===== config.mk =====
export PLATFORM = sky130hd
export DESIGN_NAME = frame_pixel_streamer
export DESIGN_NICKNAME = d
export VERILOG_FILES = /design/src/rtl/vfx_pkg.sv /design/src/rtl/pixel_skid_buffer.sv /design/src/rtl/frame_pixel_streamer.sv
export SDC_FILE = /design/constraint.sdc
export NUM_CORES = 1
export LEC_CHECK = 0
export ABC_AREA = 1
export BUFFER_PORTS_ARGS = -buffer_cell sky130_fd_sc_hd__buf_2
export CORE_MARGIN = 3
export CORE_UTILIZATION = 41
export DETAILED_ROUTE_END_ITERATION = 7
export GPL_TIMING_DRIVEN = 0
export RECOVER_POWER = 50
export REMOVE_ABC_BUFFERS = 1
export SYNTH_ARGS = -nofsm -noshare
export SYNTH_HDL_FRONTEND = slang
export SYNTH_HIERARCHICAL = 1
export SYNTH_SLANG_ARGS = --single-unit

===== constraint.sdc =====
create_clock -name clk -period 2 [get_ports clk]
set_input_delay 0.2 -clock clk [delete_from_list [all_inputs] [get_ports clk]]
set_output_delay 0.2 -clock clk [all_outputs]
set_load 0.005 [all_outputs]

===== src/rtl/vfx_pkg.sv =====
// Shared definitions for the video-effects pipeline: frame geometry, address and pixel
// types, blur kernel codes and the streamer FSM encoding.
package vfx_pkg;

    localparam int IMG_WIDTH  = 320;
    localparam int IMG_LENGTH = 240;
    localparam int ADDR_W     = 17;
    localparam int PIXEL_W    = 12;

    typedef logic [PIXEL_W-1:0] pixel_t;
    typedef logic [ADDR_W-1:0]  addr_t;

    // Codes outside this set are passed through to the filter unchanged.
    typedef enum logic [2:0] {
        KERNEL_1X1 = 3'b000,
        KERNEL_3X3 = 3'b001,
        KERNEL_5X5 = 3'b010
    } kernel_t;

    typedef enum logic [1:0] {
        ST_IDLE  = 2'd0,
        ST_FETCH = 2'd1,
        ST_DRAIN = 2'd2
    } stream_state_t;

endpackage


===== src/rtl/pixel_skid_buffer.sv =====
// Two-entry skid buffer between the frame-buffer read port and the pixel output register.
module pixel_skid_buffer
    import vfx_pkg::*;
#(
    parameter int DATA_W = PIXEL_W
) (
    input  logic              clk,
    input  logic              rst_n,
    input  logic              up_valid,
    input  logic [DATA_W-1:0] up_data,
    output logic              up_ready,
    output logic              dn_valid,
    output logic [DATA_W-1:0] dn_data,
    input  logic              dn_ready
);

    // valid/ready: a word moves across a side on a rising edge where valid && ready are
    // both high; when empty, an arriving word is presented downstream in the same cycle.
    logic [DATA_W-1:0] slot [2];
    logic              head;
    logic [1:0]        count;
    logic              bypass;
    logic              push;
    logic              pop;
    logic              tail;

    assign up_ready = (count != 2'd2);
    assign dn_valid = (count != 2'd0) || up_valid;
    assign dn_data  = (count != 2'd0) ? slot[head] : up_data;
    assign bypass   = (count == 2'd0) && dn_ready;
    assign push     = up_valid && up_ready && !bypass;
    assign pop      = dn_ready && (count != 2'd0);
    assign tail     = head ^ (count == 2'd1);

    always_ff @(posedge clk or negedge rst_n) begin
        if (!rst_n) begin
            slot[0] <= '0;
            slot[1] <= '0;
            head    <= 1'b0;
            count   <= 2'd0;
        end else begin
            if (push) begin
                slot[tail] <= up_data;
            end
            if (pop) begin
                head <= ~head;
            end
            case ({push, pop})
                2'b10:   count <= count + 2'd1;
                2'b01:   count <= count - 2'd1;
                default: count <= count;
            endcase
        end
    end

endmodule


===== src/rtl/frame_pixel_streamer.sv =====
// Reads one frame from the frame buffer in raster order and streams it to the blur filter
// with sof/eol/eof markers, holding in-flight reads in a skid buffer while paused.
module frame_pixel_streamer #(
    parameter int IMG_WIDTH  = vfx_pkg::IMG_WIDTH,
    parameter int IMG_LENGTH = vfx_pkg::IMG_LENGTH,
    parameter int DATA_W     = $bits(vfx_pkg::pixel_t)
) (
    input  logic                       clk,
    input  logic                       rst_n,
    input  logic                       start,
    input  logic                       pause,
    input  logic [2:0]                 kernel_sel,
    output logic                       rd_en,
    output logic [vfx_pkg::ADDR_W-1:0] rd_addr,
    input  logic [DATA_W-1:0]          rd_data,
    output logic                       ready_out,
    output logic [DATA_W-1:0]          data_out,
    output logic [2:0]                 freq_flag,
    output logic                       sof,
    output logic                       eol,
    output logic                       eof,
    output logic                       busy,
    output logic                       done
);

    localparam int XW = (IMG_WIDTH  > 1) ? $clog2(IMG_WIDTH)  : 1;
    localparam int YW = (IMG_LENGTH > 1) ? $clog2(IMG_LENGTH) : 1;
    localparam logic [XW-1:0] X_LAST = XW'(IMG_WIDTH - 1);
    localparam logic [YW-1:0] Y_LAST = YW'(IMG_LENGTH - 1);

    vfx_pkg::stream_state_t     state;
    vfx_pkg::kernel_t           kernel_q;
    logic [vfx_pkg::ADDR_W-1:0] addr_q;
    logic [XW-1:0]              rd_x;
    logic [YW-1:0]              rd_y;
    logic [XW-1:0]              out_x;
    logic [YW-1:0]              out_y;
    logic                       rd_pending;
    logic                       rd_last;
    logic                       skid_ready;
    logic                       skid_valid;
    logic [DATA_W-1:0]          skid_data;
    logic                       emit;

    // Pause must suppress the read strobe in the same cycle, so rd_en is gated combinationally.
    assign rd_en     = (state == vfx_pkg::ST_FETCH) && !pause && skid_ready;
    assign rd_addr   = addr_q;
    assign rd_last   = (rd_x == X_LAST) && (rd_y == Y_LAST);
    assign busy      = (state != vfx_pkg::ST_IDLE);
    assign freq_flag = kernel_q;
    assign emit      = skid_valid && !pause;

    pixel_skid_buffer #(
        .DATA_W (DATA_W)
    ) u_skid (
        .clk      (clk),
        .rst_n    (rst_n),
        .up_valid (rd_pending),
        .up_data  (rd_data),
        .up_ready (skid_ready),
        .dn_valid (skid_valid),
        .dn_data  (skid_data),
        .dn_ready (!pause)
    );

    // Read side: FSM, raster address counters and the one-cycle read-latency tracker.
    always_ff @(posedge clk or negedge rst_n) begin
        if (!rst_n) begin
            state      <= vfx_pkg::ST_IDLE;
            kernel_q   <= vfx_pkg::KERNEL_1X1;
            addr_q     <= '0;
            rd_x       <= '0;
            rd_y       <= '0;
            rd_pending <= 1'b0;
            done       <= 1'b0;
        end else begin
            rd_pending <= rd_en;
            done       <= 1'b0;
            case (state)
                vfx_pkg::ST_IDLE: begin
                    if (start) begin
                        state    <= vfx_pkg::ST_FETCH;
                        kernel_q <= vfx_pkg::kernel_t'(kernel_sel);
                        addr_q   <= '0;
                        rd_x     <= '0;
                        rd_y     <= '0;
                    end
                end
                vfx_pkg::ST_FETCH: begin
                    if (rd_en) begin
                        if (rd_last) begin
                            state <= vfx_pkg::ST_DRAIN;
                        end else begin
                            addr_q <= addr_q + vfx_pkg::ADDR_W'(1);
                            if (rd_x == X_LAST) begin
                                rd_x <= '0;
                                rd_y <= rd_y + YW'(1);
                            end else begin
                                rd_x <= rd_x + XW'(1);
                            end
                        end
                    end
                end
                vfx_pkg::ST_DRAIN: begin
                    // Staying in DRAIN through the done cycle keeps a coincident start from
                    // being taken as a new frame request.
                    if (done) begin
                        state <= vfx_pkg::ST_IDLE;
                    end else if (eof) begin
                        done <= 1'b1;
                    end
                end
                default: state <= vfx_pkg::ST_IDLE;
            endcase
        end
    end

    // Output side: registered pixel and markers; data_out keeps its value while idle.
    always_ff @(posedge clk or negedge rst_n) begin
        if (!rst_n) begin
            ready_out <= 1'b0;
            data_out  <= '0;
            sof       <= 1'b0;
            eol       <= 1'b0;
            eof       <= 1'b0;
            out_x     <= '0;
            out_y     <= '0;
        end else begin
            ready_out <= emit;
            sof       <= 1'b0;
            eol       <= 1'b0;
            eof       <= 1'b0;
            if ((state == vfx_pkg::ST_IDLE) && start) begin
                out_x <= '0;
                out_y <= '0;
            end else if (emit) begin
                data_out <= skid_data;
                sof      <= (out_x == '0) && (out_y == '0);
                eol      <= (out_x == X_LAST);
                eof      <= (out_x == X_LAST) && (out_y == Y_LAST);
                if (out_x == X_LAST) begin
                    out_x <= '0;
                    out_y <= (out_y == Y_LAST) ? '0 : out_y + YW'(1);
                end else begin
                    out_x <= out_x + XW'(1);
                end
            end
        end
    end

endmodule


==> summary.txt <==
Die
  • Total core area: 0.0133 mm2
  • Initial Util: approximately 42%
  • Die area: 0.0151 mm2
  • IO Pins: 58
  • Die W: approximately 120 um
  • Chip height: 123 um
  • Row cnt: 42

STA
  • Fin crit share: between 90 and 100%
  • Worst Clk Skew: approximately 4.4 ps
  • Fin. Hold Viols: 0
  • Slew HR: around 18%
  • WHS: between 40 and 50 ps
  • Final setup margin: around 150 ps
  • Setup violators final: 0
  • Worst-margin pin slew: 1240 ps
  • RSZ-0062 raised after global routing: true
  • Post-layout min period: ~1900 ps
  • Max-slew violations: 0
  • Fmax: between 500 and 600 MHz

Place
  • DP Area: between 0.005 and 0.006 mm2
  • Dpl hpwl: ~8400 um
  • Dpl ws: -308 ps
  • Dpl cells: between 900 and 1000
  • GP Congestion: 0.845
  • Port Buffers: 57

Pwr
  • Pwr Total: ~5.6 mW
  • Leakage power: between 3 and 4 nW
  • Peak supply drop: roughly 0.00042 V
  • PwrDens: a little under 900 mW/mm2

Clocking
  • Clk_lat worst skew: around 350 ps
  • CTS Buffer Depth: 2
  • Clock root buffer: clkbuf_16
  • CTS Sinks: slightly above 100
  • H-tree levels: 3
  • Cts bufs inserted: 9
  • Clock-pin slew on the worst setup and hold paths: 70 ps
  • CTS tree: yes

Route
  • Detailed router's first-iteration violation count: ~310
  • Routed wire length: 12800 um
  • Post-DRT Antenna Nets: 0
  • Number of remaining DRC errors: 0
  • First-pass DRT Iterations: 5
  • Via/cell ratio: 5.01
  • Via count: around 4700
  • Wire length per cell: between 10 and 15 um

Worst setup path
  • Crit path required time: 2290 ps
  • Element type at the critical path end: register
  • Crit Path Max Fanout: 18
  • Critical path class: reg2reg
  • Worst endpoint data arrival time: 2140 ps
  • Reg-to-reg slack, setup: 150 ps
  • Worst setup SP type: register

Logic synthesis
  • #FFs+latches synth: between 100 and 150
  • Synth Warn #: 6
  • Mapped Cells: approximately 700
  • Synth cell types: 40
  • Synth area leader: dfrtp_1
  • Syn Std Cell Area: around 0.0056 mm2
  • Synth top area cells: dfrtp_1 45%, nand2_1 15%, nand3_1 5.2%, nor2_1 4.2%, inv_1 3.8%
  • Mean post-synth cell area: between 7 and 8 um2
  • Top cell type's share of synthesized area: a little under half
  • Post-synthesis sequential area ratio: 45.2%

Cells and area
  • Ant. Diodes: 0
  • Area of the multi-input gates: ~0.0027 mm2
  • Share of cells above drive strength 1: ~20%
  • Commonest non-fill, non-tap cell in the layout: nand2_1
  • Fill cells: 1296
  • Commonest non-fill, non-tap cells in the layout: 219 x nand2_1, 100 x dfrtp_1, 62 x nor2_1
  • FF/Latch Area: about 0.0025 mm2
  • Cell Count, Final, Fillers Out: 943
  • Nets: 793
  • Final Cell Area: roughly 0.0064 mm2
  • Syn-to-layout area delta: 14.0%

Job
  • MaxCap Viol Count: 0

GRT
  • Initial antenna violation count: 0
  • Total grt overflow: 0
  • Vias in the first global route: about 4500
  • Total GRT Usage: 17.7%
  • Pin count of the biggest net entering global routing: 56
  • First-pass GRT wire length: 21400 um

Hold path
  • HP Class: in2reg

Status
  • Status: finished clean
-- cell type report --
cell class / count / share of cell area, %
Clock buffer: 11 / 3.81
Tap cell: 176 / 3.45
Inverter: 63 / 3.87
Timing Repair Buffer: 65 / 5.52
Sequential cell: 101 / 39.7
Multi-Input combinational cell: 522 / 42.9
Clock inverter: 5 / 0.785
-- worst max-delay path, cell delays in order (launching register included) --
cell and delay (ps):
dfrtp_1 420, inv_2 170, nand3_2 330, nand2_2 350, nand2_8 180, inv_4 170
nand3_1 90, nand2_1 80
-- registers in the layout (all words and copies together) (netlist names) --
signal and count:
u_skid/slot 24, rd_addr 17, data_out 12, out_x 9, rd_x 9, out_y 8, rd_y 8, freq_flag 3
state 2, u_skid/count 2, done 1, eof 1, eol 1, rd_pending 1, ready_out 1, sof 1
u_skid/head 1
-- through the flow --
step                      TNS, ps  utilization (%)
final                           0             47.9
after global routing        -85.3             47.9
after CTS                       0             47.5
after detailed placement    -5390             44.9
after global placement     -47950             44.7
after floorplan                 0                -
-- what timing repair did --
| action | CTS | global route |
|---|---|---|
| hold buffers | 1 | 0 |
| hold endpoints to repair | 46 | 0 |
| pin swaps | 2 | 3 |
| setup endpoints to repair | 34 | 46 |
| setup buffers | 2 | 4 |
| resized for setup | 5 | 10 |
| gates cloned | 2 | 1 |
-- cell families (layout without fill, tap and decap cells) --
family                   Yosys count  in the layout  synth area share, %
buffers and inverters             83            144                 7.00
flip-flops                       101            101                 45.2
adder cells (fa/ha/maj)           12             12                 2.69
AO/OA/AOI/OAI                     76             76                 8.66
AND/OR/NAND/NOR                  415            418                 33.9
XOR/XNOR                          16             16                 2.51
-- power breakdown --
group | switching, mW | leakage [nW] | total, mW | internal (mW)
sequential | 0.188 | 1.33 | 2.44 | 2.25
combinational | 0.955 | 1.69 | 1.40 | 0.448
clock | 0.764 | 0.149 | 1.76 | 0.997
-- cell usage after synthesis, drive strengths merged --
library cell	count
or2	1
inv	63
buf	18
o211ai	1
clkbuf	2
nor3	4
nor4	2
o31ai	1
nor2	71
a31o	1
xor2	11
o21ai	37
a21oi	31
dfrtp	101
ha	12
o21bai	2
nand3b	3
o22ai	1
xnor2	5
nand4	19
nand3	63
a31oi	2
nand2	252
-- path summary, 6_finish.rpt --
path	cells after the start	startpoint	endpoint
min in group asynchronous	2	rst_n	rd_addr[10]$_DFFE_PN0P_
max in group asynchronous	3	rst_n	u_skid/head$_DFFE_PN0P_
worst min-delay path	3	kernel_sel[1]	freq_flag[1]$_DFFE_PN0P_
worst max-delay path	7	state[0]$_DFFE_PN0P_	rd_addr[15]$_DFFE_PN0P_
worst max register to register	7	state[0]$_DFFE_PN0P_	rd_addr[15]$_DFFE_PN0P_
worst min register to register	2	data_out[5]$_DFFE_PN0P_	data_out[5]$_DFFE_PN0P_
-- metal layers --
metal,part of all wire (%),vias to the layer above,GRT usage (%)
li1,-,2379,-
met1,45,2216,22.8
met2,49,111,29.9
met3,4.4,17,2.86
met4,1.8,0,6.93
met5,0,-,0
(Power assumes the default switching activity.)
